--- config.mk ---
export PLATFORM = sky130hd
export DESIGN_NAME = ctrl_sequencer
export DESIGN_NICKNAME = d
export VERILOG_FILES = /design/src/rtl/ctrl_pkg.sv /design/src/rtl/ctrl_decode.sv /design/src/rtl/ctrl_sequencer.sv
export SDC_FILE = /design/constraint.sdc
export NUM_CORES = 1
export LEC_CHECK = 0
export BUFFER_PORTS_ARGS = -buffer_cell sky130_fd_sc_hd__buf_4
export CAP_MARGIN = 20
export CORE_ASPECT_RATIO = 1.75
export CORE_UTILIZATION = 51
export DETAILED_ROUTE_END_ITERATION = 10
export PLACE_DENSITY = 0.74
export SLEW_MARGIN = 25
export SYNTH_ARGS = -nofsm -noshare
export SYNTH_HDL_FRONTEND = slang
export SYNTH_HIERARCHICAL = 1
export SYNTH_SLANG_ARGS = --single-unit
--- constraint.sdc ---
create_clock -name clk -period 2.04 [get_ports clk]
set_input_delay 0.51 -clock clk [delete_from_list [all_inputs] [get_ports clk]]
set_output_delay 0.51 -clock clk [all_outputs]
set_load 0.1 [all_outputs]
--- src/rtl/ctrl_pkg.sv ---
// rtl/ctrl_pkg.sv - shared opcodes, OPR_sel codes, control-word fields and FSM states
package ctrl_pkg;

    localparam logic [3:0] OP_NOP  = 4'h0;
    localparam logic [3:0] OP_LDAC = 4'h1;
    localparam logic [3:0] OP_STAC = 4'h2;
    localparam logic [3:0] OP_INCR = 4'h3;
    localparam logic [3:0] OP_RSTR = 4'h4;
    localparam logic [3:0] OP_HALT = 4'hF;

    localparam logic [2:0] OPR_NONE  = 3'b000;
    localparam logic [2:0] OPR_WTR   = 3'b001;
    localparam logic [2:0] OPR_INC   = 3'b010;
    localparam logic [2:0] OPR_RESET = 3'b011;
    localparam logic [2:0] OPR_WTA   = 3'b100;

    // Bit positions inside the 9-bit datapath control word
    localparam int CS_OPR_LSB = 6;
    localparam int CS_ALU_LSB = 3;
    localparam int CS_ALU_WE  = 2;
    localparam int CS_AC_WE   = 1;
    localparam int CS_WTA_EN  = 0;

    typedef enum logic [2:0] {
        ST_IDLE,
        ST_DECODE,
        ST_EXEC1,
        ST_EXEC2,
        ST_DONE,
        ST_HALT
    } state_t;

    function automatic logic is_alu_op(input logic [3:0] op);
        return op[3] && (op != OP_HALT);
    endfunction

    function automatic logic [8:0] pack_ctrl(input logic [2:0] opr, input logic [2:0] alu,
                                             input logic alu_we, input logic ac_we,
                                             input logic wta);
        logic [8:0] w;
        w = '0;
        w[CS_OPR_LSB +: 3] = opr;
        w[CS_ALU_LSB +: 3] = alu;
        w[CS_ALU_WE]       = alu_we;
        w[CS_AC_WE]        = ac_we;
        w[CS_WTA_EN]       = wta;
        return w;
    endfunction

endpackage

--- src/rtl/ctrl_decode.sv ---
// rtl/ctrl_decode.sv - opcode and execute phase to control word, illegal flag
module ctrl_decode
    import ctrl_pkg::*;
(
    input  logic [3:0] opcode,
    input  logic       exec2,
    output logic [8:0] ctrlsig,
    output logic       illegal,
    output logic       needs_exec2
);

    always_comb begin
        ctrlsig     = '0;
        illegal     = 1'b0;
        needs_exec2 = is_alu_op(opcode);
        if (is_alu_op(opcode)) begin
            // Phase 1 routes the operand through WTA, phase 2 commits the ALU result
            if (exec2) ctrlsig = pack_ctrl(OPR_NONE, opcode[2:0], 1'b1, 1'b0, 1'b0);
            else       ctrlsig = pack_ctrl(OPR_WTA,  opcode[2:0], 1'b0, 1'b0, 1'b1);
        end else begin
            case (opcode)
                OP_NOP, OP_HALT: ctrlsig = '0;
                OP_LDAC: ctrlsig = pack_ctrl(OPR_WTA,   3'b000, 1'b0, 1'b1, 1'b1);
                OP_STAC: ctrlsig = pack_ctrl(OPR_WTR,   3'b000, 1'b0, 1'b0, 1'b0);
                OP_INCR: ctrlsig = pack_ctrl(OPR_INC,   3'b000, 1'b0, 1'b0, 1'b0);
                OP_RSTR: ctrlsig = pack_ctrl(OPR_RESET, 3'b000, 1'b0, 1'b0, 1'b0);
                default: illegal = 1'b1;
            endcase
        end
    end

endmodule

--- src/rtl/ctrl_sequencer.sv ---
// rtl/ctrl_sequencer.sv - fetch/decode/execute FSM driving the datapath control word
module ctrl_sequencer
    import ctrl_pkg::*;
#(
    parameter int CNT_W = 8
) (
    input  logic             clk,
    input  logic             rst,
    input  logic             instr_valid,
    input  logic [7:0]       instr,
    output logic             instr_ready,
    output logic [8:0]       ctrlsig,
    output logic [2:0]       dr_out,
    output logic             done,
    output logic             halted,
    output logic             err,
    output logic [CNT_W-1:0] retired_cnt
);

    state_t             state_q, state_d;
    logic [3:0]         ir_q, ir_d;
    logic [2:0]         dr_q, dr_d;
    logic               ready_q, ready_d;
    logic [8:0]         ctrlsig_q, ctrlsig_d;
    logic               done_q, done_d;
    logic               halted_q, halted_d;
    logic               err_q, err_d;
    logic [CNT_W-1:0]   cnt_q, cnt_d;

    logic [8:0]         dec_ctrlsig;
    logic               dec_illegal;
    logic               dec_needs_exec2;
    logic               instr_unused;

    assign instr_unused = instr[7];

    ctrl_decode u_decode (
        .opcode      (ir_q),
        .exec2       (state_d == ST_EXEC2),
        .ctrlsig     (dec_ctrlsig),
        .illegal     (dec_illegal),
        .needs_exec2 (dec_needs_exec2)
    );

    // Outputs are computed for the state being entered so they line up with it
    always_comb begin
        state_d  = state_q;
        ir_d     = ir_q;
        dr_d     = dr_q;
        halted_d = halted_q;
        err_d    = err_q;
        cnt_d    = cnt_q;
        case (state_q)
            ST_IDLE: begin
                if (instr_valid && ready_q) begin
                    ir_d    = instr[6:3];
                    dr_d    = instr[2:0];
                    state_d = ST_DECODE;
                end
            end
            ST_DECODE: state_d = (ir_q == OP_HALT) ? ST_HALT : ST_EXEC1;
            ST_EXEC1:  state_d = dec_needs_exec2 ? ST_EXEC2 : ST_DONE;
            ST_EXEC2:  state_d = ST_DONE;
            ST_DONE:   state_d = ST_IDLE;
            ST_HALT:   state_d = ST_HALT;
            default:   state_d = ST_IDLE;
        endcase

        ready_d   = (state_d == ST_IDLE);
        done_d    = (state_d == ST_DONE);
        ctrlsig_d = ((state_d == ST_EXEC1) || (state_d == ST_EXEC2)) ? dec_ctrlsig : '0;
        if (state_d == ST_HALT) halted_d = 1'b1;
        if ((state_d == ST_EXEC1) && dec_illegal) err_d = 1'b1;
        if (state_d == ST_DONE) cnt_d = cnt_q + CNT_W'(1);
    end

    always_ff @(posedge clk) begin
        if (rst) begin
            state_q   <= ST_IDLE;
            ir_q      <= '0;
            dr_q      <= '0;
            ready_q   <= 1'b0;
            ctrlsig_q <= '0;
            done_q    <= 1'b0;
            halted_q  <= 1'b0;
            err_q     <= 1'b0;
            cnt_q     <= '0;
        end else begin
            state_q   <= state_d;
            ir_q      <= ir_d;
            dr_q      <= dr_d;
            ready_q   <= ready_d;
            ctrlsig_q <= ctrlsig_d;
            done_q    <= done_d;
            halted_q  <= halted_d;
            err_q     <= err_d;
            cnt_q     <= cnt_d;
        end
    end

    assign instr_ready = ready_q;
    assign ctrlsig     = ctrlsig_q;
    assign dr_out      = dr_q;
    assign done        = done_q;
    assign halted      = halted_q;
    assign err         = err_q;
    assign retired_cnt = cnt_q;

endmodule

==> metrics <==
worst slack on hold paths 0.4541 ns; Leakage Power 0.7295 nW; RSZ-0062 raised after global routing false; combinational family with the most area after synthesis simple AND/OR/NAND/NOR gates; most common flop cell mapped by yosys sky130_fd_sc_hd__dfxtp_1; detailed-route via count 1,052; Vert. Die Dim 69.62 um; clock tree from TritonCTS done; number of inserted filler cells in the final layout 203; post-place setup slack 0.3662 ns; post-synthesis async set-or-reset flop share 0%; Setup-failing EPs final 0; Setup Skew 0.008457 ns; port buffer count 33; area added between synthesis and finish 26.10%; Area contributors post-synth sky130_fd_sc_hd__dfxtp_1 47%, sky130_fd_sc_hd__and2_1 5.6%, sky130_fd_sc_hd__mux2i_1 5.3%; outcome complete, no violations; end-of-flow core utilization 67.42%; Total Wirelength 2.538 mm; effective utilization at floorplan 53.46%; leading area contributor after synthesis sky130_fd_sc_hd__dfxtp_1; total nets after synthesis 151; Syn Area/Cell 9.587 um^2; relative slew slack 77.98%; slew at the pin with the worst max-slew slack 0.3299 ns; last weighted congestion value of the routability-driven placer 0.7341; FP Rows 24; total global routing track utilization 21.10%; number of enable-type register cells in the synthesized netlist 0; latest clock arrival within the worst-skew pair 0.28 ns; count of boundary I/O pins 35; fin. max-slew vios 0; Synthesis Warnings 6; category of the worst setup path capture point flop; Clock transition at path regs 0.06 ns; number of H-tree levels 2; vias in the first global route 1,021; post-synthesis share of cell area spent on xor and xnor gates 4.601%; Register-to-Register Setup Slack 0.35 ns; number of design rule violations left after detail routing 0; placed cell area 0.001599 mm^2; Fmax 0.5923 GHz; total negative slack 0 ns; x dimension of the die 40.64 um; post-synthesis share of cell area spent on full adders, half adders and majority gates 0.9390%; reported max-cap violation count 0; quantity of hold-fixing buffers added after cts 0; netlist area before placement 0.001333 mm^2; CP cell instances and4_1 -> o21ai_1 -> or3b_4 -> a211oi_2; maximum resistive drop on vdd 0.5804 mV; grt ovf 0; number of cells after detailed placement 194; largest net degree at the start of global routing 23; total power 1.247 mW; post-detailed-route count of antenna-violating nets 0; die outline area 0.002829 mm^2; register area 620.6 um^2; complex-gate fraction of the synthesized area 8.545%; # Post-CTS Setup Buffers 0; WP data arrival 1.89 ns; maximum root-to-sink buffer count 2; Critical Path Start Type flop; routed wire length per instance 12.56 um; sequential-to-total area share from yosys stat 46.57%; 1st-iter DRT viols 11; Core Area 0.002492 mm^2; number of antenna cells inserted 0; fraction of synthesized area in multiplexers 5.258%; Hold/Removal Path Class reg2reg; drt pass-1 iters 2; Period Utilization, post-route 82.77%; number of vias per cell 5.208; fraction of synthesized cell area taken by the top area cell type 46.57%; endpoints failing hold 0; post-cts sizing count 0; clock sinks 31; required time of the worst setup path 2.24 ns; number of different library cells in the post-synthesis netlist 40; worst-path maximum fanout 12; initial antenna violation count 0; post-route insts no fill 202; cell chosen for the clock root sky130_fd_sc_hd__clkbuf_8; Layout Cell Area excl Fill 0.001680 mm^2; Num CTS Buffers 5; Pwr per Cell Area 742.2 mW/mm^2; largest incremental delay on the critical path 0.46 ns; start-to-end type of the worst setup path reg2reg; Simple-Gate Fraction of Synth Area 27.70%; Multi-input gate area 626.9 um^2; least setup slack across all paths after layout 0.3516 ns; global-route wire length before repair 4.202 mm; Synth Instances 139; cell with the largest stage delay on the worst path sky130_fd_sc_hd__or3b_4; fraction of final layout cells with drive strength greater than 1 31.82%; Yosys reg bits 31; final worst path period need 1.688 ns; Total Nets Final 187; half-perimeter wire length of the detailed placement result 1.850 mm
-- cells in the mapped netlist, drive strengths merged (3+ instances only) --
master / number
a21oi: 7
and2: 12
buf: 8
clkbuf: 3
dfxtp: 31
inv: 5
mux2i: 7
nand2: 5
nand3: 3
nand4: 5
nor2: 17
nor3: 3
or3b: 3
xor2: 5
-- state kept, by name, indices dropped and copies added (netlist names) --
signal / flops
halted: 1
ctrlsig: 9
retired_cnt: 8
done: 1
state_q: 3
ir_q: 4
dr_out: 3
err: 1
instr_ready: 1
-- worst max-delay path: cells and delay by family, from the launching register on --
kind	cells	cell delay [ns]
flops	1	0.41
simple gates	2	0.73
compound gates	2	0.47
-- worst paths after layout --
check          start  endpoint  cells after the start
max          ir_q[3]      done                      4
min           halted    halted                      2
max reg2reg  ir_q[3]      done                      4
min reg2reg   halted    halted                      2
-- power by group --
| group | switching [mW] | total [mW] | internal (mW) |
|---|---|---|---|
| sequential | 0.0111 | 0.631 | 0.619 |
| clock | 0.213 | 0.452 | 0.239 |
| combinational | 0.105 | 0.165 | 0.0603 |
-- cell type report --
type	count	area share [%]
well taps	26	1.936
repair buffers	40	17.87
flip-flops and latches	31	36.93
clock inverters	1	0.2978
multi-input cells	92	37.30
inverters	5	1.117
clock buffers	7	4.542
-- metal layers --
| layer | share of wire (%) | up-vias | GRT usage, % |
|---|---|---|---|
| li1 | - | 536 | - |
| met3 | 3.7 | 4 | 6.090 |
| met1 | 38 | 489 | 21.69 |
| met5 | 0 | - | 0 |
| met2 | 57 | 23 | 36.16 |
| met4 | 1.2 | 0 | 8.889 |
-- layout by cell type (no fill, tap or decap), types with 3 or more instances in the layout --
cell type                  Yosys  routed
sky130_fd_sc_hd__nand2_1       5       5
sky130_fd_sc_hd__nand3_1       3       3
sky130_fd_sc_hd__nor2_1       17      17
sky130_fd_sc_hd__mux2i_1       7       7
sky130_fd_sc_hd__a21oi_1       7       7
sky130_fd_sc_hd__dfxtp_1      31      31
sky130_fd_sc_hd__and2_1       12      12
sky130_fd_sc_hd__buf_4         1      40
sky130_fd_sc_hd__nand4_1       5       5
sky130_fd_sc_hd__clkbuf_8      0       5
sky130_fd_sc_hd__inv_1         5       5
sky130_fd_sc_hd__xor2_1        5       5
-- kinds of logic (layout without fill, tap and decap cells) --
logic type,Yosys count,count (layout)
compound gates,15,15
xor+xnor,7,7
fa+ha+maj,1,1
buf+inv,16,53
flops,31,31
mux,7,7
simple gates,62,62
(Power assumes the default switching activity.)
